`config.mk`:
```
export PLATFORM = sky130hd
export DESIGN_NAME = div_unit
export DESIGN_NICKNAME = d
export VERILOG_FILES = /design/src/rtl/riscv_pkg.sv /design/src/rtl/div_step.sv /design/src/rtl/div_unit.sv
export SDC_FILE = /design/constraint.sdc
export NUM_CORES = 1
export LEC_CHECK = 0
export ABC_CLOCK_PERIOD_IN_PS = 3000
export CAP_MARGIN = 40
export CORE_MARGIN = 2
export CORE_UTILIZATION = 45
export CTS_BUF_LIST = sky130_fd_sc_hd__clkbuf_4
export CTS_CLUSTER_SIZE = 16
export DETAILED_ROUTE_END_ITERATION = 7
export GPL_TIMING_DRIVEN = 0
export PLACE_DENSITY = 0.75
export SLEW_MARGIN = 0
export SYNTH_ARGS = -nofsm -noshare
export SYNTH_HDL_FRONTEND = slang
export SYNTH_HIERARCHICAL = 1
export SYNTH_SLANG_ARGS = --single-unit
export TNS_END_PERCENT = 100
```
`constraint.sdc`:
```
create_clock -name clk -period 3 [get_ports clk]
set_input_delay 0.3 -clock clk [delete_from_list [all_inputs] [get_ports clk]]
set_output_delay 0.3 -clock clk [all_outputs]
set_load 0.005 [all_outputs]
```
`src/rtl/riscv_pkg.sv`:
```
// Shared definitions for the integer divide unit.
//   div_op_t    : operation encoding driven on div_op (DIV, DIVU, REM, REMU)
//   div_state_t : divider FSM states
//   DIV_ITERS   : number of restoring iterations (one quotient bit each)
//   cond_neg    : two's-complement negate when a flag is set
package riscv_pkg;

    typedef enum logic [1:0] {
        DIV  = 2'b00,
        DIVU = 2'b01,
        REM  = 2'b10,
        REMU = 2'b11
    } div_op_t;

    typedef enum logic [1:0] {
        IDLE = 2'b00,
        CALC = 2'b01,
        FIX  = 2'b10,
        DONE = 2'b11
    } div_state_t;

    localparam int DIV_ITERS = 32;
    localparam int CNT_W     = 6;

    // Negate v when neg is set; used both to take operand magnitudes and to
    // restore the sign of the result.
    function automatic logic [31:0] cond_neg(input logic [31:0] v, input logic neg);
        return neg ? (~v + 32'd1) : v;
    endfunction

endpackage

```
`src/rtl/div_step.sv`:
```
// One restoring-division iteration (purely combinational).
//   prem      in  33  partial remainder, already shifted left with the next
//                     dividend bit brought in
//   divisor   in  32  divisor magnitude
//   prem_next out 33  partial remainder after the trial subtraction
//   qbit      out  1  quotient bit produced by this iteration
module div_step (
    input  logic [32:0] prem,
    input  logic [31:0] divisor,
    output logic [32:0] prem_next,
    output logic        qbit
);

    // One extra bit so the borrow of the trial subtraction is visible.
    logic [33:0] diff;

    always_comb begin
        diff      = {1'b0, prem} - {2'b00, divisor};
        qbit      = ~diff[33];
        prem_next = qbit ? diff[32:0] : prem;
    end

endmodule

```
`src/rtl/div_unit.sv`:
```
// Iterative 32-bit integer divider (DIV / DIVU / REM / REMU).
// A restoring divider produces one quotient bit per cycle, MSB first.
// Operands are captured as magnitudes, and the sign is restored in the FIX
// state, which also applies the divide-by-zero and signed-overflow results.
//   clk    in   1  rising-edge clock
//   reset  in   1  synchronous active-high reset (beats flush and start)
//   start  in   1  launch an operation; only honoured in IDLE
//   a      in  32  dividend
//   b      in  32  divisor
//   div_op in   2  operation (see riscv_pkg::div_op_t)
//   flush  in   1  abort any operation in progress
//   busy   out  1  operation in flight, through the done cycle inclusive
//   done   out  1  one-cycle pulse, result valid
//   result out 32  quotient or remainder, held until the next done
// Build option: define DIV_EARLY_OUT_EN to skip the iterations for
// divide-by-zero and signed overflow (done 2 cycles after start instead of 34).
module div_unit
    import riscv_pkg::*;
(
    input  logic        clk,
    input  logic        reset,
    input  logic        start,
    input  logic [31:0] a,
    input  logic [31:0] b,
    input  logic [1:0]  div_op,
    input  logic        flush,
    output logic        busy,
    output logic        done,
    output logic [31:0] result
);

    div_state_t         state_reg;
    logic [CNT_W-1:0]   cnt_reg;
    logic [32:0]        prem_reg;    // partial remainder
    logic [31:0]        quot_reg;    // dividend magnitude shifts out, quotient shifts in
    logic [31:0]        dvsr_reg;    // divisor magnitude
    logic [31:0]        a_reg;       // raw dividend, returned as remainder on divide by zero
    div_op_t            op_reg;
    logic               neg_q_reg;
    logic               neg_r_reg;
    logic               zero_reg;
    logic               ovf_reg;
    logic [31:0]        fix_reg;
    logic               busy_reg;
    logic               done_reg;
    logic [31:0]        result_reg;

    // Input-side decode, used only when an operation is accepted.
    logic               signed_in;
    logic               zero_in;
    logic               ovf_in;

    assign signed_in = (div_op == DIV) || (div_op == REM);
    assign zero_in   = (b == 32'd0);
    assign ovf_in    = signed_in && (a == 32'h8000_0000) && (b == 32'hFFFF_FFFF);

    // Restoring iteration: bring the next dividend bit into the remainder.
    // The remainder is always below the divisor, so bit 32 is zero before
    // the shift and nothing is lost.
    logic [32:0]        step_in;
    logic [32:0]        step_out;
    logic               step_qbit;
    logic               unused_prem_msb;

    assign step_in         = {prem_reg[31:0], quot_reg[31]};
    assign unused_prem_msb = prem_reg[32];

    div_step u_step (
        .prem      (step_in),
        .divisor   (dvsr_reg),
        .prem_next (step_out),
        .qbit      (step_qbit)
    );

    // Sign correction and special-case override, registered in FIX.
    logic [31:0]        fix_val;

    always_comb begin
        fix_val = 32'd0;
        if ((op_reg == REM) || (op_reg == REMU)) begin
            if (zero_reg)
                fix_val = a_reg;
            else if (ovf_reg)
                fix_val = 32'd0;
            else
                fix_val = cond_neg(prem_reg[31:0], neg_r_reg);
        end else begin
            if (zero_reg)
                fix_val = 32'hFFFF_FFFF;
            else if (ovf_reg)
                fix_val = 32'h8000_0000;
            else
                fix_val = cond_neg(quot_reg, neg_q_reg);
        end
    end

    always_ff @(posedge clk) begin
        if (reset) begin
            state_reg  <= IDLE;
            cnt_reg    <= '0;
            prem_reg   <= '0;
            quot_reg   <= '0;
            dvsr_reg   <= '0;
            a_reg      <= '0;
            op_reg     <= DIV;
            neg_q_reg  <= 1'b0;
            neg_r_reg  <= 1'b0;
            zero_reg   <= 1'b0;
            ovf_reg    <= 1'b0;
            fix_reg    <= '0;
            busy_reg   <= 1'b0;
            done_reg   <= 1'b0;
            result_reg <= '0;
        end else if (flush) begin
            // Abandon the operation; result keeps its last value.
            state_reg <= IDLE;
            cnt_reg   <= '0;
            busy_reg  <= 1'b0;
            done_reg  <= 1'b0;
        end else begin
            case (state_reg)
                IDLE: begin
                    done_reg <= 1'b0;
                    // done_reg high means this is the done cycle of the
                    // previous operation: start is ignored until it drops.
                    if (start && !done_reg) begin
                        busy_reg  <= 1'b1;
                        cnt_reg   <= '0;
                        prem_reg  <= '0;
                        quot_reg  <= cond_neg(a, signed_in && a[31]);
                        dvsr_reg  <= cond_neg(b, signed_in && b[31]);
                        a_reg     <= a;
                        op_reg    <= div_op_t'(div_op);
                        neg_q_reg <= signed_in && (a[31] ^ b[31]);
                        neg_r_reg <= signed_in && a[31];
                        zero_reg  <= zero_in;
                        ovf_reg   <= ovf_in;
`ifdef DIV_EARLY_OUT_EN
                        state_reg <= (zero_in || ovf_in) ? FIX : CALC;
`else
                        state_reg <= CALC;
`endif
                    end else begin
                        busy_reg <= 1'b0;
                    end
                end
                CALC: begin
                    prem_reg <= step_out;
                    quot_reg <= {quot_reg[30:0], step_qbit};
                    if (cnt_reg == CNT_W'(DIV_ITERS - 1)) begin
                        cnt_reg   <= '0;
                        state_reg <= FIX;
                    end else begin
                        cnt_reg <= cnt_reg + 1'b1;
                    end
                end
                FIX: begin
                    fix_reg   <= fix_val;
                    state_reg <= DONE;
                end
                DONE: begin
                    // busy_reg stays high through the done cycle and is
                    // cleared from IDLE on the following edge.
                    result_reg <= fix_reg;
                    done_reg   <= 1'b1;
                    state_reg  <= IDLE;
                end
                default: state_reg <= IDLE;
            endcase
        end
    end

    assign busy   = busy_reg;
    assign done   = done_reg;
    assign result = result_reg;

endmodule

```
== Yosys cells after proc, flatten, opt, wreduce, memory -nomap -nowiden ==
Index checks and enable logic that the tools add are counted.

* Eq/ne operators: 11
* Add/sub/neg operators: 6
* Reductions and logical operators: 21
* Bitwise operators: 7
* Multiplexer cells: 22

{| class="wikitable"
|+ Operators with widths
! kind !! number
|-
| $mux W32 || 12
|-
| $add A32 B1 Y32 const B || 4
|-
| $not A32 Y32 || 4
|-
| $pmux W32 S2 || 2
|-
| $eq A32 B32 Y1 const B || 2
|-
| $sub A33 B32 Y34 || 1
|-
| $logic_not A32 Y1 || 1
|-
| $mux W6 || 2
|-
| $pmux W6 S2 || 1
|-
| $eq A2 B2 Y1 const B || 5
|-
| $pmux W2 S4 || 1
|-
| $reduce_and A2 Y1 || 4
|-
| $add A6 B1 Y6 const B || 1
|-
| $eq A6 B5 Y1 const B || 1
|-
| $logic_and A1 B1 Y1 || 6
|-
| $reduce_and A3 Y1 || 2
|-
| $logic_not A2 Y1 || 2
|-
| $mux W2 || 2
|-
| $ne A2 B2 Y1 const B || 2
|-
| $reduce_bool A2 Y1 || 2
|-
| $eq A2 B1 Y1 const B || 1
|-
| $logic_or A1 B1 Y1 || 2
|-
| $not A1 Y1 || 2
|-
| $pmux W1 S2 || 1
|-
| 4 further kinds || 4
|}

* Register bits: 208
* Word-level logic and storage cells: 82
* Output and inout port bits: 34

== Depth between registers and ports, before layout ==
Gate-level depths: netlist (run 1).

* Depth in word-level cells: 6
* Depth in mapped cells: 15
* Depth with buffers taken out: 14

== Cells and area by module ==
The synthesis (run 1) kept the hierarchy.

{| class="wikitable"
|+ Modules (own cells, without submodules)
! module !! area an instance (um^2) !! times used !! cells each
|-
| div_unit || 11329.6 || 1 || 1472
|-
| div_step || 2389.8 || 1 || 365
|}

== Least setup slack after synthesis (run 1) ==
OpenSTA, ideal clock, no wires.

* Path type: reg2reg
* Start: register quot_reg[31]
* End: register prem_reg[26]
* Slack: 0.335 ns
* Cell stages (with the launch flop): 14
* Data required time: 2.868 ns
* Data arrival time: 2.533 ns
* Cell sequence: dfxtp_1 -> inv_1 -> ha_1 -> inv_1 -> fa_1 -> a211oi_1 -> o211a_1 -> o41ai_1 -> nor2_1 -> nor2_1 -> or4_1 -> a41o_1 -> nand3_1 -> a21oi_1

* Longest elaborated chain between the ends: 3

{| class="wikitable"
|+ RTL lines
! what !! RTL line !! text
|-
| start, declared || div_unit.sv:35 || <nowiki>logic [31:0] quot_reg;</nowiki>
|-
| start signal, assigned || div_unit.sv:130 || <nowiki>quot_reg <= cond_neg(a, signed_in && a[31]);</nowiki>
|-
| start signal, assigned || div_unit.sv:149 || <nowiki>quot_reg <= {quot_reg[30:0], step_qbit};</nowiki>
|-
| $sub A33 B32 Y34 || div_step.sv:18 || <nowiki>diff = {1'b0, prem} - {2'b00, divisor};</nowiki>
|-
| $mux W32 || div_step.sv:20 || <nowiki>prem_next = qbit ? diff[32:0] : prem;</nowiki>
|-
| net step_out[26] || div_unit.sv:61 || <nowiki>logic [32:0] step_out;</nowiki>
|-
| $pmux W32 S2 || div_unit.sv:121 || <nowiki>case (state_reg)</nowiki>
|-
| end signal, assigned || div_unit.sv:148 || <nowiki>prem_reg <= step_out;</nowiki>
|-
| end, declared || div_unit.sv:34 || <nowiki>logic [32:0] prem_reg;</nowiki>
|}

The timed path passes the listed nets, and every way through them passes these cells.
A chain may end at the register's enable or synchronous reset.

== Final worst setup path (run 1) ==
* Start: register quot_reg[31]
* End: register prem_reg[24]

The elaborated chain is that of the path after synthesis.

==> results of run 1 <==
## where the power goes
part / switching (W) / internal, W / total, W
clock: 0.00130 / 0.00127 / 0.00257
combinational: 0.000941 / 0.000566 / 0.00151
sequential: 0.000101 / 0.00284 / 0.00294
## timing repair
item | 4_1_cts | 5_1_grt
buffers inserted | 1 | 16
hold endpoints to repair | 1 | 0
hold buffers | 1 | 0
gates resized for setup | 16 | 51
gates cloned | 0 | 0
endpoints found under the setup margin | 52 | 58
pin swaps | 5 | 24
## critical path, delay by kind of cell, from the launching register on
kind	cells	cell delay [ns]
AOI/OAI and AO/OA	6	1.26
xor gates and xnor gates	1	0.15
adders and majority gates	2	0.52
buffers and inverters	3	0.24
DFF	1	0.33
and+or+nand+nor	3	0.32
## placed cells by master, fill, tap and decap left out, types with 17 or more instances in the layout
cell / count
nand3_1: 55
nor3_1: 38
xor2_1: 44
nand2b_1: 21
dfxtp_1: 193
ha_1: 42
clkbuf_1: 96
o21ai_0: 81
nor2_1: 153
nand2_1: 301
clkbuf_4: 74
buf_4: 19
nor4_1: 17
a211oi_1: 48
a21oi_1: 183
nand4_1: 22
xnor2_1: 91
o31ai_1: 25
inv_1: 56
clkdlybuf4s50_1: 100
clkinv_1: 18
o211ai_1: 17
## through the flow
stage	power, W	utilization
5_1_grt	0.00732	0.547
2_1_floorplan	0.00386	-
6_report	0.00702	0.547
3_5_place_dp	0.00438	0.510
4_1_cts	0.00694	0.537
3_3_place_gp	0.00436	0.509
## worst max-delay path by stage
stage / from / endpoint / slack [ns] / depth (start not counted)
floorplan: quot_reg[31] / prem_reg[26] / 0.33 / 13
global placement: a[8] / quot_reg[22] / -0.45 / 7
detailed placement: a[8] / quot_reg[22] / -0.48 / 7
CTS: quot_reg[31] / prem_reg[28] / 0.007 / 15
global route: quot_reg[31] / prem_reg[24] / -0.09 / 15
finish: quot_reg[31] / prem_reg[24] / 0.003 / 15
## per-layer routing
layer | wire length [um] | global-route usage | vias up
met5 | 0 | 0 | -
met4 | 1490 | 0.105 | 0
met3 | 4660 | 0.0469 | 104
met2 | 21500 | 0.473 | 751
met1 | 22600 | 0.447 | 6867
li1 | - | - | 6914
## cell type report
cell class | instances | area share
Antenna cell | 1 | 0.000154
Buffer | 135 | 0.0391
Clock buffer | 74 | 0.0341
Clock inverter | 31 | 0.0108
Inverter | 59 | 0.0138
Multi-Input combinational cell | 1427 | 0.543
Sequential cell | 207 | 0.256
Tap cell | 390 | 0.0299
Timing Repair Buffer | 122 | 0.0732
==> results by group, run 1 <==
Placed design
  • Placed cell areas: 15200 um^2
  • Hpwl dp: 38.9 mm
  • Post-placement setup slack: -0.482 ns
  • Cells after DPL: 2323
  • IO Port Bufs: 100
  • Routability cong.: 1.01

Cells and area
  • Fin cells: 2446
  • Post-route cell area: 16300 um^2
  • Layout area overhead: 19.2%
  • Layout cells sized above 1: 0.115
  • Final #Nets: 2123
  • Area of the multi-input gates: 8860 um^2
  • Fill cells: 2919
  • FF+latch area: 4170 um^2

Die
  • Row count: 63
  • Initial core utilization: 0.459
  • I/O pins: 104
  • Die width: 178 um
  • Die footprint: 31800 um^2
  • Core Region: 29800 um^2
  • Die Height: 178 um

Timing
  • Max-slew violation count: 0
  • Post-route setup slack: 0.00296 ns
  • Slew @ Worst Pin: 0.890 ns
  • Final setup fails: 0
  • Worst hold margin: 0.122 ns
  • Max_slew headroom: 0.407
  • Max Fclk: 334 MHz
  • Min cycle time layout: 3.00 ns
  • Fin crit share: 0.999
  • RSZ-0062 raised after global routing: true
  • Clock skew: 0.129 ns
  • Setup TNS: 0 ns
  • Final hold vios: 0

Clock network
  • CTS tree: done
  • CTS sink cnt: 207
  • Cts bufs inserted: 57
  • H-tree levels: 2
  • Worst skew pair latency: 0.77 ns
  • Worst-path clk slew: 0.08 ns
  • CTS max path bufs: 3
  • CTS Root Cell: clkbuf_4

Detailed routing
  • Vias: 14600
  • Drt total wl: 50.3 mm
  • DR pass1 iterations: 6
  • Starting DRT DRC Count: 1624
  • Antenna viol nets, final: 0
  • DR WL/cell: 20.5 um
  • Via-to-Cell Ratio: 5.98
  • Drc violations: 0

Setup path
  • Worst setup EP type: flip-flop
  • Reg2reg end: prem_reg[24]
  • Worst path cell trace: inv_2 -> ha_4 -> inv_2 -> fa_2 -> a211oi_2 -> o211a_1 -> buf_6 -> o21ai_4 -> a211oi_4 -> or4_1 -> nand2_1 -> xnor2_1 -> o21ai_2 -> nand3_1 -> a21oi_1
  • CP startpoint kind: flip-flop
  • Worst r2r path cells: 15
  • Kind of critical path: flip-flop to flip-flop
  • Arr. time, crit path: 3.59 ns
  • CP max stage cell: fa_2
  • Maximum fanout along the worst path: 4
  • Most frequent CP cell: inv_2
  • R2R Setup Slk: 0.003 ns
  • Max stage delay on crit path: 0.38 ns
  • Reg-to-reg startpoint: quot_reg[31]
  • Worst path required time: 3.59 ns

Global routing
  • Number of global-route vias before repair: 13300
  • Global Route Usage Sum: 0.311
  • First-pass GRT wire length: 76.4 mm
  • Total gr overflow: 0
  • Largest net degree at the start of global routing: 19
  • Initial antenna violation count: 1

Outcome
  • Outcome: finished clean

Pwr
  • Leakage: 5.95 nW
  • VDD IR max: 0.000323 V
  • Power per cell area: 431 nW/um^2

Run
  • Max-cap violations: 0

Logic synthesis
  • Post-Syn Area: 13700 um^2
  • Synth Net Count: 1943
  • Avg Inst Size Synth: 7.48 um^2
  • Post-Syn Instances: 1829
  • Synthesis Warnings: 6

Worst hold path
  • Hold path start: div_op[1]
  • Hold Path End: op_reg[1]
  • Hold Crit Class: primary input to flip-flop
  • Hold path cells: 3
(Power assumes the default switching activity.)
==> inputs of run 2 (changes only) <==
--- a/config.mk
+++ b/config.mk
@@ -12,8 +12,8 @@
 export CTS_BUF_LIST = sky130_fd_sc_hd__clkbuf_4
 export CTS_CLUSTER_SIZE = 16
 export DETAILED_ROUTE_END_ITERATION = 7
-export GPL_TIMING_DRIVEN = 0
 export PLACE_DENSITY = 0.75
+export SKIP_CTS_REPAIR_TIMING = 1
 export SLEW_MARGIN = 0
 export SYNTH_ARGS = -nofsm -noshare
 export SYNTH_HDL_FRONTEND = slang
==> run 2 against run 1 <==
Compared with the run above: worst hold slack got worse by 0.071 ns; sequential power is essentially flat; sequential share of layout area is 0.052 points lower; clock-buffer cell count down 1; combinational power decreased by 9%; clock skew fell by 0.049 ns; wire length decreased by 15%; critical path type unchanged; largest cell class unchanged; highest routed layer unchanged.
==> results by group, run 2 (synthesis results as in run 1) <==
Pwr
  • Leakage: 6.09 nW (was 5.95 nW)
  • Power per cell area: 418 nW/um^2 (was 431 nW/um^2)
  • VDD IR max: 0.000210 V (was 0.000323 V)

Global routing
  • Total gr overflow: 0 (unchanged)
  • Global Route Usage Sum: 0.267 (was 0.311)
  • Initial antenna violation count: 1 (unchanged)
  • Largest net degree at the start of global routing: 97 (was 19)
  • Number of global-route vias before repair: 13000 (was 13300)
  • First-pass GRT wire length: 68.3 mm (was 76.4 mm)

Detailed routing
  • Drc violations: 0 (unchanged)
  • Vias: 14200 (was 14600)
  • DR WL/cell: 17.8 um (was 20.5 um)
  • Drt total wl: 42.7 mm (was 50.3 mm)
  • DR pass1 iterations: 5 (was 6)
  • Antenna viol nets, final: 0 (unchanged)
  • Via-to-Cell Ratio: 5.91 (was 5.98)
  • Starting DRT DRC Count: 1560 (was 1624)

Die
  • Die footprint: 31800 um^2 (unchanged)
  • Core Region: 29800 um^2 (unchanged)
  • Initial core utilization: 0.459 (unchanged)
  • Die width: 178 um (unchanged)
  • I/O pins: 104 (unchanged)
  • Die Height: 178 um (unchanged)
  • Row count: 63 (unchanged)

Outcome
  • Outcome: finished clean (unchanged)

Cells and area
  • Layout cells sized above 1: 0.132 (was 0.115)
  • Final #Nets: 2078 (was 2123)
  • Layout area overhead: 18.9% (was 19.2%)
  • Most frequent cells in the layout: nand2_1 (301), dfxtp_1 (204), a21oi_1 (184) (was nand2_1 (301), dfxtp_1 (193), a21oi_1 (183))
  • Most common cell after layout, fill and taps aside: nand2_1 (unchanged)
  • Final core occ: 0.546 (was 0.547)
  • Fill cells: 2880 (was 2919)

Timing
  • Final setup fails: 0 (unchanged)
  • Max_slew headroom: 0.422 (was 0.407)
  • Setup TNS: 0 ns (unchanged)
  • Fin crit share: 0.949 (was 0.999)
  • Max-slew violation count: 0 (unchanged)
  • Clock skew: 0.0800 ns (was 0.129 ns)
  • Worst hold margin: 0.0508 ns (was 0.122 ns)
  • Slew @ Worst Pin: 0.867 ns (was 0.890 ns)
  • Final hold vios: 0 (unchanged)
  • Max Fclk: 351 MHz (was 334 MHz)
  • Min cycle time layout: 2.85 ns (was 3.00 ns)

Run
  • Max-cap violations: 0 (unchanged)

Setup path
  • Maximum fanout along the worst path: 10 (was 4)
  • Arr. time, crit path: 3.44 ns (was 3.59 ns)
  • Reg-to-reg startpoint: quot_reg[4] (was quot_reg[31])
  • Worst setup EP type: flip-flop (unchanged)
  • CP startpoint kind: flip-flop (unchanged)
  • Worst path required time: 3.59 ns (about the same)
  • Worst r2r path cells: 6 (was 15)
  • Critical Path Start: quot_reg[4] (was quot_reg[31])
  • Kind of critical path: flip-flop to flip-flop (unchanged)

Clock network
  • Worst-path clk slew: 0.07 ns (was 0.08 ns)
  • CTS Root Cell: clkbuf_4 (unchanged)
  • Worst skew pair latency: 0.72 ns (was 0.77 ns)
  • CTS max path bufs: 3 (unchanged)
  • CTS tree: done (unchanged)
  • CTS sink cnt: 207 (unchanged)
  • Cts bufs inserted: 55 (was 57)
  • H-tree levels: 2 (unchanged)

Worst hold path
  • Hold path cells: 2 (was 3)
  • Hold Crit Class: primary input to flip-flop (unchanged)
  • Hold path start: reset (was div_op[1])

Placed design
  • IO Port Bufs: 103 (was 100)
  • Routability cong.: 0.959 (was 1.01)
  • Hpwl dp: 31.7 mm (was 38.9 mm)
-- run 2: cell count changes in the layout (fill, tap and decap cells not counted), sizes merged --
| cell | before | now |
|---|---|---|
| inv | 58 | 60 |
| buf | 53 | 111 |
| clkdlybuf4s50 | 100 | 102 |
| clkbuf | 176 | 74 |
| clkinv | 30 | 26 |
| clkinvlp | 1 | 0 |
| clkdlybuf4s18 | 1 | 0 |
| dlygate4sd3 | 1 | 0 |
-- run 2: worst max-delay path, cell delays in order, from the launching register on --
cell      delay, ns
dfxtp_1        0.38
or4_4          0.61
or4_1          0.69
o41ai_2        0.30
xnor2_1        0.13
a221oi_2       0.52
nor3_1         0.08
-- run 2: worst paths after layout --
path         slack (ns)           to
min reg2reg        0.45   result[12]
max                0.15  fix_reg[27]
max reg2reg        0.15  fix_reg[27]
min                0.05   result[30]
-- run 2: cell type report --
cell class,count,area (um^2),area share
Inverter,59,221,0.0136
Antenna cell,1,2.50,0.000154
Clock buffer,73,548,0.0337
Tap cell,390,488,0.0300
Sequential cell,207,4150,0.255
Multi-Input combinational cell,1427,8760,0.539
Clock inverter,28,146,0.00900
Timing Repair Buffer,214,1950,0.120
-- run 2: metal layers --
metal,routed length (um),part of all wire,GRT usage
met5,0,0,0
met4,1150,0.027,0.0932
met3,3610,0.084,0.0358
met2,19100,0.45,0.418
met1,18900,0.44,0.376
-- run 2: power by group --
part | internal [W] | leakage, nW | total, W | switching [W]
registers | 0.00284 | 1.68 | 0.00294 | 0.0000973
clock network | 0.00123 | 0.407 | 0.00248 | 0.00124
logic | 0.000565 | 4.00 | 0.00138 | 0.000813
total | 0.00464 | 6.09 | 0.00679 | 0.00215
-- run 2: stage by stage --
stage	power (W)	cell area (um^2)	setup WS, ns	std cells
final	0.00679	16300	0.152	2399
after global routing	0.00712	16300	-0.0169	2399
after CTS	0.00679	16200	0.0478	2395
after detailed placement	0.00433	15500	0.0584	2294
after global placement	0.00431	15500	0.0975	2294
after floorplan	0.00386	13700	0.335	1829
==> RTL edit, RTL diff (config.mk and constraints of run 1) <==
Put one more register stage on the output `result`. The value now appears one clock later. The other outputs are not delayed to match. Comments in the files are not updated.
--- a/src/rtl/div_unit.sv
+++ b/src/rtl/div_unit.sv
@@ -173,5 +173,7 @@
     assign busy   = busy_reg;
     assign done   = done_reg;
-    assign result = result_reg;
+    always_ff @(posedge clk) begin
+        result <= result_reg;
+    end
 
 endmodule
Formal check against the unedited RTL: same outputs for any inputs over 4 cycles, from zero or initial values and one cycle with reset high; that may be too few to reach the edited logic, so the function may still have changed.
==> RTL edit against run 1 <==
  * Combinational power shrank 5%
  * Power grew 9.5%
  * Synthesized area grew 3.0%
  * Synthesized cell count grew 1.2%
  * Wire length shrank 2.8%
  * Global-route usage shrank 2.0 points
  * Design area grew 1.8%
  * Setup slack gained 54 ps
  * Final cell count grew 0.94%
  * Hold slack gained 140 ps
  * Sequential cell count grew 32
  * Critical path type unchanged
  * Critical endpoint is now prem_reg[26]
  * Largest cell class unchanged
==> RTL edit: results (changes against run 1) <==
[place]
dpl.hpwl_um=37700  ; was 38900 um
place_area_um2=15600  ; was 15200 um^2
place.gp.congestion=0.992  ; was 1.01
placed_cells=2350  ; was 2323

[detailed_routing]
vias=14702  ; was 14636
drtIter0Drc=1364  ; was 1624
wl_per_cell_um=19.8  ; was 20.5 um

[clock_tree]
cts_buffers=66  ; was 57
post_cts_buffers=0  ; was 1
cts_max_level=3  ; was 2
clkLatencyLatePin_ps=700  ; was 770 ps
cts_resized=8  ; was 16

[global_routing]
grt_pass1_wl_um=75400  ; was 76400 um
track_usage_pct=29.1  ; was 31.1%
grt_pass1_vias=13610  ; was 13301
grt_max_degree=11  ; was 19
antenna_found_initial=3  ; was 1

[logic_synthesis]
synth_nets=1965  ; was 1943
syn_inst=1851  ; was 1829

[worst_setup_path]
cp_slowest_cell=dfxtp_4  ; was fa_2
cpPeakStageDelay_ps=380  ; about the same
reg2reg_slack_ps=60  ; was 3 ps
crit_family=compound AO/OA/AOI/OAI gates  ; unchanged
critPathMaxFanout=10  ; was 4
worst-endpoint-arrival_ps=3490  ; was 3590 ps

[run_status]
status=finished clean  ; unchanged

[finish]
stdcell_count=2469  ; was 2446
drive_gt1_share_pct=8.99  ; was 11.5%
nNetsFinal=2140  ; was 2123
fillerInstances=2999  ; was 2919

[power_and_ir_drop]
p_leak_nw=6.02  ; was 5.95 nW
seq_power_mw=3.36  ; was 2.94 mW
ir_drop_mv=0.272  ; was 0.323 mV
switchingPower_mw=2.42  ; was 2.35 mW
power_frac_comb_pct=18.7  ; was 21.5%

[sta]
fin_skew_ps=52.0  ; was 129 ps
maxSlewHeadroom_pct=37.3  ; was 40.7%

==> RTL edit: cell count changes in the layout (fill, tap and decap cells not counted), moves of 12 or more <==
cell     before  now
buf_4        19    7
o21ai_0      81   96
o31ai_1      25   40
nor2_1      153  137
xnor2_1      91   78
xor2_1       44   59
dfxtp_1     193  225
==> RTL edit: worst paths after layout <==
| check | startpoint | cells past startpoint | endpoint |
|---|---|---|---|
| min | a[7] | 3 | a_reg[7] |
| min reg2reg | result_reg[9] | 0 | result[9] |
| max reg2reg | prem_reg[9] | 13 | prem_reg[26] |
| max | prem_reg[9] | 13 | prem_reg[26] |
==> RTL edit: metrics by stage <==
| stage | setup TNS (ps) | power, mW | util, % | worst slack, ps | hold slack [ps] |
|---|---|---|---|---|---|
| 2_1_floorplan | 0 | 4.28 | - | 316 | 331 |
| 3_3_place_gp | -2600 | 4.75 | 50.7 | -303 | 339 |
| 3_5_place_dp | -3690 | 4.77 | 50.7 | -229 | 340 |
| 4_1_cts | -23.0 | 7.65 | 53.5 | -23.0 | 239 |
| 5_1_grt | -279 | 8.03 | 54.0 | -71.3 | 263 |
| 6_report | 0 | 7.68 | 54.0 | 57.1 | 266 |
==> RTL edit: routing by layer <==
layer / GRT usage (%) / vias up / wire length [um]
met3: 6.57 / 107 / 4360
met5: 0 / - / 0
met1: 39.4 / 6910 / 21500
met4: 11.3 / 0 / 1610
met2: 45.0 / 692 / 21400
li1: - / 6993 / -
==> RTL edit: cell type report <==
class                   instances  share of cell area, %
multi-input cells            1426                   52.1
flip-flops and latches        239                   29.0
repair buffers                108                   6.35
clock buffers                  81                   3.66
plain buffers                 128                   3.49
well taps                     396                   2.98
inverters                      57                   1.31
clock inverters                31                   1.13
diodes                          3                 0.0452
